[src/rtl/riscv_ex_operand_stage.sv]
// ID/EX pipeline register with registered ALU decode and EX-stage operand selection.
// Define RISCV_EX_FORWARD_EN to enable MEM/WB -> EX operand forwarding.
module riscv_ex_operand_stage (
  input  logic        clk,
  input  logic        rst,
  input  logic        stall,
  input  logic        flush,
  input  logic        id_valid,
  input  logic [31:0] id_pc,
  input  logic [31:0] id_rs1_data,
  input  logic [31:0] id_rs2_data,
  input  logic [31:0] id_imm,
  input  logic [4:0]  id_rs1,
  input  logic [4:0]  id_rs2,
  input  logic [4:0]  id_rd,
  input  logic [6:0]  id_opcode,
  input  logic [2:0]  id_funct3,
  input  logic        id_funct7b5,
  input  logic [4:0]  mem_rd,
  input  logic        mem_regwrite,
  input  logic [31:0] mem_result,
  input  logic [4:0]  wb_rd,
  input  logic        wb_regwrite,
  input  logic [31:0] wb_result,
  output logic        ex_valid,
  output logic [31:0] SrcA,
  output logic [31:0] SrcB,
  output logic        Ainv,
  output logic        Binv,
  output logic [2:0]  ALUsel,
  output logic [4:0]  ex_rd,
  output logic        ex_regwrite,
  output logic        ex_illegal
);

  localparam logic [6:0] OPC_OP    = 7'b0110011;
  localparam logic [6:0] OPC_OPIMM = 7'b0010011;
  localparam logic [6:0] OPC_LUI   = 7'b0110111;
  localparam logic [6:0] OPC_AUIPC = 7'b0010111;
  localparam logic [6:0] OPC_LOAD  = 7'b0000011;
  localparam logic [6:0] OPC_STORE = 7'b0100011;
  localparam logic [4:0] ALU_ADD   = 5'b00010;

  typedef enum logic [1:0] {A_RS1 = 2'd0, A_ZERO = 2'd1, A_PC = 2'd2} asel_e;

  // {Ainv, Binv, ALUsel} for the OP / OP-IMM funct3 space
  function automatic logic [4:0] op_alu(input logic [2:0] f3, input logic f7, input logic is_reg);
    case (f3)
      3'b000:  op_alu = (is_reg && f7) ? 5'b01010 : 5'b00010;
      3'b001:  op_alu = 5'b00110;
      3'b010:  op_alu = 5'b01100;
      3'b011:  op_alu = 5'b01011;
      3'b100:  op_alu = 5'b00100;
      3'b101:  op_alu = f7 ? 5'b00101 : 5'b00111;
      3'b110:  op_alu = 5'b00001;
      default: op_alu = 5'b00000;
    endcase
  endfunction

  logic [4:0]  alu_d, alu_q;
  asel_e       asel_d, asel_q;
  logic        bimm_d, bimm_q;
  logic        rw_d, rw_q;
  logic        ill_d, ill_q;
  logic        valid_q;
  logic [31:0] pc_q, rs1_data_q, rs2_data_q, imm_q;
  logic [4:0]  rs1_q, rs2_q, rd_q;
  logic [31:0] rs1_fwd, rs2_fwd;

  always_comb begin
    alu_d  = ALU_ADD;
    asel_d = A_RS1;
    bimm_d = 1'b1;
    rw_d   = 1'b0;
    ill_d  = 1'b0;
    case (id_opcode)
      OPC_OP: begin
        alu_d  = op_alu(id_funct3, id_funct7b5, 1'b1);
        bimm_d = 1'b0;
        rw_d   = id_valid;
      end
      OPC_OPIMM: begin
        alu_d = op_alu(id_funct3, id_funct7b5, 1'b0);
        rw_d  = id_valid;
      end
      OPC_LUI: begin
        asel_d = A_ZERO;
        rw_d   = id_valid;
      end
      OPC_AUIPC: begin
        asel_d = A_PC;
        rw_d   = id_valid;
      end
      OPC_LOAD:  rw_d = id_valid;
      OPC_STORE: rw_d = 1'b0;
      default:   ill_d = id_valid;
    endcase
  end

  // Flush only kills the control bits; the datapath fields are don't-care while invalid
  always_ff @(posedge clk or posedge rst) begin
    if (rst) begin
      valid_q    <= 1'b0;
      rw_q       <= 1'b0;
      ill_q      <= 1'b0;
      alu_q      <= 5'd0;
      asel_q     <= A_RS1;
      bimm_q     <= 1'b0;
      pc_q       <= 32'd0;
      rs1_data_q <= 32'd0;
      rs2_data_q <= 32'd0;
      imm_q      <= 32'd0;
      rs1_q      <= 5'd0;
      rs2_q      <= 5'd0;
      rd_q       <= 5'd0;
    end else if (flush) begin
      valid_q <= 1'b0;
      rw_q    <= 1'b0;
      ill_q   <= 1'b0;
    end else if (!stall) begin
      valid_q    <= id_valid;
      rw_q       <= rw_d;
      ill_q      <= ill_d;
      alu_q      <= alu_d;
      asel_q     <= asel_d;
      bimm_q     <= bimm_d;
      pc_q       <= id_pc;
      rs1_data_q <= id_rs1_data;
      rs2_data_q <= id_rs2_data;
      imm_q      <= id_imm;
      rs1_q      <= id_rs1;
      rs2_q      <= id_rs2;
      rd_q       <= id_rd;
    end
  end

`ifdef RISCV_EX_FORWARD_EN
  // MEM is the younger producer, so it is checked first
  assign rs1_fwd = (mem_regwrite && mem_rd != 5'd0 && mem_rd == rs1_q) ? mem_result :
                   (wb_regwrite  && wb_rd  != 5'd0 && wb_rd  == rs1_q) ? wb_result  : rs1_data_q;
  assign rs2_fwd = (mem_regwrite && mem_rd != 5'd0 && mem_rd == rs2_q) ? mem_result :
                   (wb_regwrite  && wb_rd  != 5'd0 && wb_rd  == rs2_q) ? wb_result  : rs2_data_q;
`else
  logic unused_fwd;
  assign unused_fwd = ^{mem_rd, mem_regwrite, mem_result, wb_rd, wb_regwrite, wb_result, rs1_q, rs2_q};
  assign rs1_fwd    = rs1_data_q;
  assign rs2_fwd    = rs2_data_q;
`endif

  always_comb begin
    SrcA = rs1_fwd;
    case (asel_q)
      A_ZERO:  SrcA = 32'd0;
      A_PC:    SrcA = pc_q;
      default: SrcA = rs1_fwd;
    endcase
  end

  assign SrcB                 = bimm_q ? imm_q : rs2_fwd;
  assign {Ainv, Binv, ALUsel} = alu_q;
  assign ex_valid             = valid_q;
  assign ex_regwrite          = rw_q;
  assign ex_illegal           = ill_q;
  assign ex_rd                = rd_q;

endmodule

[config.mk]
export PLATFORM = sky130hd
export DESIGN_NAME = riscv_ex_operand_stage
export DESIGN_NICKNAME = d
export VERILOG_FILES = /design/src/rtl/riscv_ex_operand_stage.sv
export SDC_FILE = /design/constraint.sdc
export NUM_CORES = 1
export LEC_CHECK = 0
export ABC_AREA = 1
export BUFFER_PORTS_ARGS = -buffer_cell sky130_fd_sc_hd__buf_2
export CORE_UTILIZATION = 36
export CTS_CLUSTER_SIZE = 28
export DETAILED_ROUTE_END_ITERATION = 7
export HOLD_SLACK_MARGIN = 0.05
export PLACE_DENSITY = 0.66
export SKIP_LAST_GASP = 1
export SYNTH_ARGS = -nofsm -noshare
export SYNTH_HDL_FRONTEND = slang
export SYNTH_SLANG_ARGS = --single-unit
[constraint.sdc]
create_clock -name clk -period 10.76 [get_ports clk]
set_input_delay 1.614 -clock clk [delete_from_list [all_inputs] [get_ports clk]]
set_output_delay 1.614 -clock clk [all_outputs]
set_load 0.05 [all_outputs]
==> impl_metrics.tcl, run 1 <==
set metrics [dict create \
    synth.largest_area_cell "dfrtp_1" \
    p_leak_uw 0.00440 \
    crit_arrival_ns 4.32 \
    syn-num-nets 996 \
    path_cells "buf_2 > nor2_4 > buf_4 > buf_4 > o21ai_0" \
    drc 0 \
    post_cts_resized 0 \
    synthDistinctLibCells 19 \
    fin_crit_ns 4.07 \
    finalHoldViolCount 0 \
    cts_sinks 143 \
    drv_cap 0 \
    hold_depth 2 \
    antenna_found_initial 1 \
    reg2reg_to "bimm_q" \
    cts_tree "yes" \
    ios 312 \
    ys_seq_area_share_pct 56.9 \
    synth_area_leaders "dfrtp_1 57%, nand2_1 16%, o21ai_0 11%" \
    synth_common_cells "269 x nand2_1, 143 x dfrtp_1, 134 x o21ai_0" \
    synth_edf_count 0 \
    start_kind "input pin" \
    period_share_pct 37.9 \
    cts_hold_buf 0 \
    final_util_pct 48.2 \
    slew_viol_final 0 \
    initial_core_util_pct 37.4 \
    post-dp-hpwl_mm 10.4 \
    reg2reg_depth 2 \
    syn_area_sq_um 6280 \
    drive_gt1_share_pct 27.2 \
    placement_rows 47 \
    wl_per_cell_microns 12.8 \
    tns_ns 0 \
    via_per_inst 4.49 \
    cp_max_fo 126 \
    crit_family "buffers and inverters" \
    setup_viol 0 \
    worst_setup_path_end_kind "flip-flop" \
    rsz0062_at_grt "false" \
    syn_area_per_cell_sq_um 8.27 \
    status "finished, final reports clean" \
    overflow 0 \
    cp_slowest_cell "buf_4" \
    numCtsBuffers 17 \
    clockRootBuffer "clkbuf_16" \
    nets 1201 \
    async_flop_share_pct 100 \
    min_to "ex_rd[0]" \
    grtUsageTotal_pct 17.9 \
    post-cts-setup-buffers 0 \
    netlist_instances 760 \
    hold_path_startpoint "ex_rd[0]" \
    timing.rr.start "bimm_q" \
    fin_hold_ws_ns 0.466 \
    routed_wl_mm 15.4 \
    grt_pass1_vias 5144 \
    total_power_uw 1610 \
    die_x_microns 134 \
    nFillCells 1683 \
    synth.most_common_cell "nand2_1" \
    critPathMostFrequentCell "buf_4" \
    gp_congestion 0.773 \
    critPathMaxStageDelay_ns 0.89 \
    htreeDepth 4 \
    max-clock-path-buffers 2 \
    synth_top_cell_area_share_pct 56.9 \
    dr.first_iter.drc_count 263 \
    power.density_nw_per_um2 199 \
    vias 5381 \
    ir_drop_mv 0.102 \
    synthFlopType "dfrtp_1" \
    slew_headroom_pct 32.9 \
    worstPathRequired_ns 11.01 \
    portBuffers 224 \
    die_h_microns 134 \
    max_freq_ghz 0.245 \
    die_area_sq_um 18000 \
    grt_max_degree 127 \
    worst-path-buf-inv 3 \
    hold_class "reg2reg" \
    ys_warn_count 0 \
    crit_type "in2reg" \
    first_pass_iters 6 \
    max_slew.worst_pin.slew_ns 1.01 \
    path_clk_slew_ns 0.06 \
    ys_ff_latch 143 \
    syn_to_final_growth_pct 28.9 \
    clock_latency_ns 0.41 \
    skew_ns 0 \
    r2r_slack_ns 9.43 \
    postRouteAntennaNets 0 \
    grt_pass1_wl_mm 25.1 \
    core_area_sq_um 16800 \
]
-- sequential cells by signal (all words and copies together) (netlist names) --
register	flops
imm_q	32
pc_q	32
rs1_data_q	32
rs2_data_q	32
ex_rd	5
alu_q	4
asel_q	2
bimm_q	1
ex_illegal	1
ex_regwrite	1
ex_valid	1
-- area by class of cell --
class | count | area [sq um] | share of cell area (%)
Inverter | 112 | 425 | 5.25
Sequential cell | 143 | 3580 | 44.2
Clock inverter | 13 | 186 | 2.30
Tap cell | 220 | 275 | 3.40
Antenna cell | 1 | 2.50 | 0.0309
Timing Repair Buffer | 230 | 1170 | 14.4
Clock buffer | 19 | 453 | 5.59
Multi-Input combinational cell | 461 | 2010 | 24.8
-- layer usage --
layer	part of all wire (%)	global-route usage, %
met5	0	0
met4	3.2	8.30
met3	5.1	4.20
met2	47	28.3
met1	45	23.2
-- per-stage QoR --
step	setup WS [ns]	cells	cell area, sq um
after detailed placement	6.25	1166	7460
after global routing	6.37	1199	8100
after CTS	6.71	1198	8100
after global placement	6.24	1166	7460
final	6.69	1199	8100
after floorplan	5.31	760	6280
-- worst max-delay path by stage --
stage,start,endpoint,cells after the start
3_5_place_dp,flush,pc_q[13],5
2_1_floorplan,rst,alu_q[0],1
4_1_cts,flush,pc_q[13],5
6_report,flush,pc_q[13],5
5_1_grt,flush,pc_q[1],5
3_3_place_gp,flush,pc_q[22],5
-- kinds of logic after synthesis --
family,Yosys count,synth area share [%]
AOI/OAI and AO/OA,170,14.2
adders and majority gates,1,0.199
and+or+nand+nor,289,17.6
DFF,143,56.9
other,1,0.0597
buffers and inverters,156,11.0
-- power breakdown --
group | internal, uW | leakage [uW] | switching [uW]
sequential | 602 | 0.00176 | 21.6
clock | 401 | 0.000302 | 229
combinational | 92.3 | 0.00233 | 263
total | 1100 | 0.00440 | 513
-- tightest hold or removal path: cells and delay by family (launching register included) --
family	cells	cell delay (ns)
flops	1	0.33
simple gates	2	0.10
-- cell usage in the layout (no fill, tap or decap), types with 2 or more instances in the layout --
master and count:
inv_1 110, clkinv_4 2, clkbuf_8 2, buf_4 6, a21oi_1 4, clkbuf_16 17
clkinvlp_4 4, clkinv_2 2, bufinv_16 4, o22ai_1 32, nor2_1 10, nand2_1 269
dfrtp_1 142, buf_2 224, inv_6 2, o21ai_0 134, nand3_1 6
No activity file was read; power rests on OpenSTA's default activity.
==> inputs of run 2 (changes only) <==
--- a/config.mk
+++ b/config.mk
@@ -5,13 +5,13 @@
 export SDC_FILE = /design/constraint.sdc
 export NUM_CORES = 1
 export LEC_CHECK = 0
-export ABC_AREA = 1
+export ABC_AREA = 0
 export BUFFER_PORTS_ARGS = -buffer_cell sky130_fd_sc_hd__buf_2
 export CORE_UTILIZATION = 36
 export CTS_CLUSTER_SIZE = 28
 export DETAILED_ROUTE_END_ITERATION = 7
 export HOLD_SLACK_MARGIN = 0.05
-export PLACE_DENSITY = 0.66
+export PLACE_DENSITY = 0.69
 export SKIP_LAST_GASP = 1
 export SYNTH_ARGS = -nofsm -noshare
 export SYNTH_HDL_FRONTEND = slang
==> constraint.sdc (replaced) <==
create_clock -name clk -period 3.58 [get_ports clk]
set_input_delay 0.537 -clock clk [delete_from_list [all_inputs] [get_ports clk]]
set_output_delay 0.537 -clock clk [all_outputs]
set_load 0.05 [all_outputs]
==> run 2 against run 1 <==
Net effect:
- utilization increased by 0.33 points
- flip-flop and latch count unchanged
- clock power increased to 2.9 times the previous value
- largest cell class unchanged
- via count decreased by 3.8%
- clock-buffer cell count increased by 1
- highest routed layer unchanged
- hold slack got worse by 0.22 ns
- critical endpoint is now SrcA[0]
- non-clock buffer count increased by 3
- wire length decreased by 1.1%
- setup slack got worse by 5.7 ns
- critical path type is now reg2out
==> impl_metrics.tcl, run 2 <==
set metrics [dict create \
    drc 0 \
    cts_hold_buf 0 \
    ir_drop_mv 0.315 \
    post-cts-setup-buffers 0 \
    fin_cells 1137 \
    path_clk_slew_ns 0.06 \
    rsz0062_at_grt "false" \
    power.share.sequential_pct 40.3 \
    antenna_found_initial 1 \
    ys_warn_count 0 \
    hold_class "in2async" \
    nFillCells 1651 \
    htreeDepth 4 \
    slew_viol_final 0 \
    synth_edf_count 0 \
    synth_compound_area_share_pct 6.31 \
    ys_ff_latch 143 \
    grt_pass1_wl_mm 24.8 \
    setup_viol 0 \
    final_cell_mix "405 x nand2_1, 224 x buf_2, 143 x dfrtp_1" \
    status "finished, final reports clean" \
    synthDistinctLibCells 33 \
    grt_pass1_vias 5060 \
    synth.largest_area_cell "dfrtp_1" \
    die_x_microns 134 \
    synth_adder_area_share_pct 0.199 \
    routed_wl_mm 15.2 \
    vias 5178 \
    p_int_uw 3260 \
    drv_cap 0 \
    start_kind "flip-flop" \
    first_pass_iters 4 \
    die_h_microns 134 \
    crit_type "reg2out" \
    portBuffers 224 \
    combPwrFrac_pct 20.6 \
    tns_ns 0 \
    power.density_nw_per_um2 578 \
    nets 1139 \
    synth_top_family_by_area "simple AND/OR/NAND/NOR gates" \
    clock_latency_ns 0.41 \
    period_share_pct 73.0 \
    core_area_sq_um 16800 \
    ys_seq_area_share_pct 56.9 \
    synth_xor_area_share_pct 0.279 \
    grtUsageTotal_pct 17.5 \
    placed_cells 1104 \
    dr.first_iter.drc_count 224 \
    numCtsBuffers 17 \
    cp_max_fo 32 \
    max-clock-path-buffers 2 \
    clockRootBuffer "clkbuf_16" \
    slew_headroom_pct 34.1 \
    final_util_pct 48.5 \
    syn_to_final_growth_pct 29.8 \
    post_cts_resized 0 \
    synth.mux.area_fraction_pct 5.89 \
    die_area_sq_um 18000 \
    p_switching_uw 1460 \
    grt_max_degree 88 \
    async_flop_share_pct 100 \
    drive_gt1_share_pct 33.1 \
    via_per_inst 4.55 \
    netlist_instances 695 \
    synthFlopType "dfrtp_1" \
    skew_ns 0 \
    max_slew.worst_pin.slew_ns 0.988 \
    synth_area_leaders "dfrtp_1 57%, nand2_1 24%, mux2_2 5.7%" \
    gp_congestion 0.767 \
    overflow 0 \
    final_common_cell "nand2_1" \
    syn_area_per_cell_sq_um 9.04 \
    cts_tree "yes" \
    cts_sinks 143 \
    worst_setup_path_end_kind "output pin" \
    synth_common_cells "405 x nand2_1, 143 x dfrtp_1, 32 x a22o_1, 32 x mux2_2, 22 x buf_2" \
    max_freq_ghz 0.383 \
    ios 312 \
    synth.most_common_cell "nand2_1" \
    synth_top_cell_area_share_pct 56.9 \
    p_leak_uw 0.00455 \
    worstPathRequired_ns 3.04 \
    postRouteAntennaNets 0 \
    synth-simple-area-share_pct 25.5 \
    wl_per_cell_microns 13.4 \
    crit_arrival_ns 2.08 \
    fin_crit_ns 2.61 \
    syn_area_sq_um 6290 \
    placement_rows 47 \
    switching_share_pct 30.9 \
    initial_core_util_pct 37.4 \
    clkPwrFrac_pct 39.1 \
    r2r_slack_ns 2.48 \
    finalHoldViolCount 0 \
    post-dp-hpwl_mm 10.2 \
    total_power_uw 4720 \
    syn-num-nets 931 \
]
run 2: metal layers:
layer  up-vias  global-route usage, %  wire (microns)
met3        12                   4.38            1000
met1      2394                   23.7            7060
met5         -                      0               0
met2       159                   27.3            6920
li1       2613                      -               -
met4         0                   5.93             201
run 2: power by group through the flow:
stage          Combinational, uW  Clock, uW  Sequential [uW]
2_1_floorplan                693          0             1940
3_3_place_gp                 975          0             1920
3_5_place_dp                 983          0             1930
4_1_cts                      985       1890             1900
5_1_grt                     1060       1960             1920
6_report                     972       1840             1900
run 2: cells by family after synthesis:
group,count (synthesis)
other,1
AO/OA/AOI/OAI,48
buffers and inverters,48
AND/OR/NAND/NOR,419
multiplexers,33
XOR/XNOR,2
adder cells (fa/ha/maj),1
flip-flops,143
run 2: worst paths after layout:
check / from / end / cells after the start
setup / recovery: asel_q[1] / SrcA[0] / 5
hold / removal: rst / rs1_data_q[23] / 3
setup reg to reg: bimm_q / bimm_q / 2
hold reg to reg: imm_q[19] / imm_q[19] / 2
max in group asynchronous: rst / rs2_data_q[19] / 3
min in group clk: id_rs2_data[13] / rs2_data_q[13] / 3
run 2: per-stage QoR:
stage	hold slack (ns)	setup slack (ns)	cell area (sq um)
2_1_floorplan	0.439	1.25	6290
3_3_place_gp	0.453	1.33	7530
3_5_place_dp	0.457	1.34	7530
4_1_cts	0.253	0.898	8160
5_1_grt	0.269	0.844	8160
6_report	0.245	0.966	8160
run 2: final cells by class:
class                   count  area (sq um)  area share (%)
clock buffers              20           467            5.72
clock inverters            12           159            1.95
flip-flops and latches    143          3580            43.9
well taps                 220           275            3.37
repair buffers            233          1240            15.2
inverters                   4          18.8           0.230
diodes                      1          2.50          0.0307
multi-input cells         504          2420            29.6
run 2: critical path, stage by stage (launching register included):
cell	delay, ns
dfrtp_1	0.38
ha_1	0.31
nor2b_2	0.12
buf_4	0.35
a22o_1	0.22
buf_2	0.27
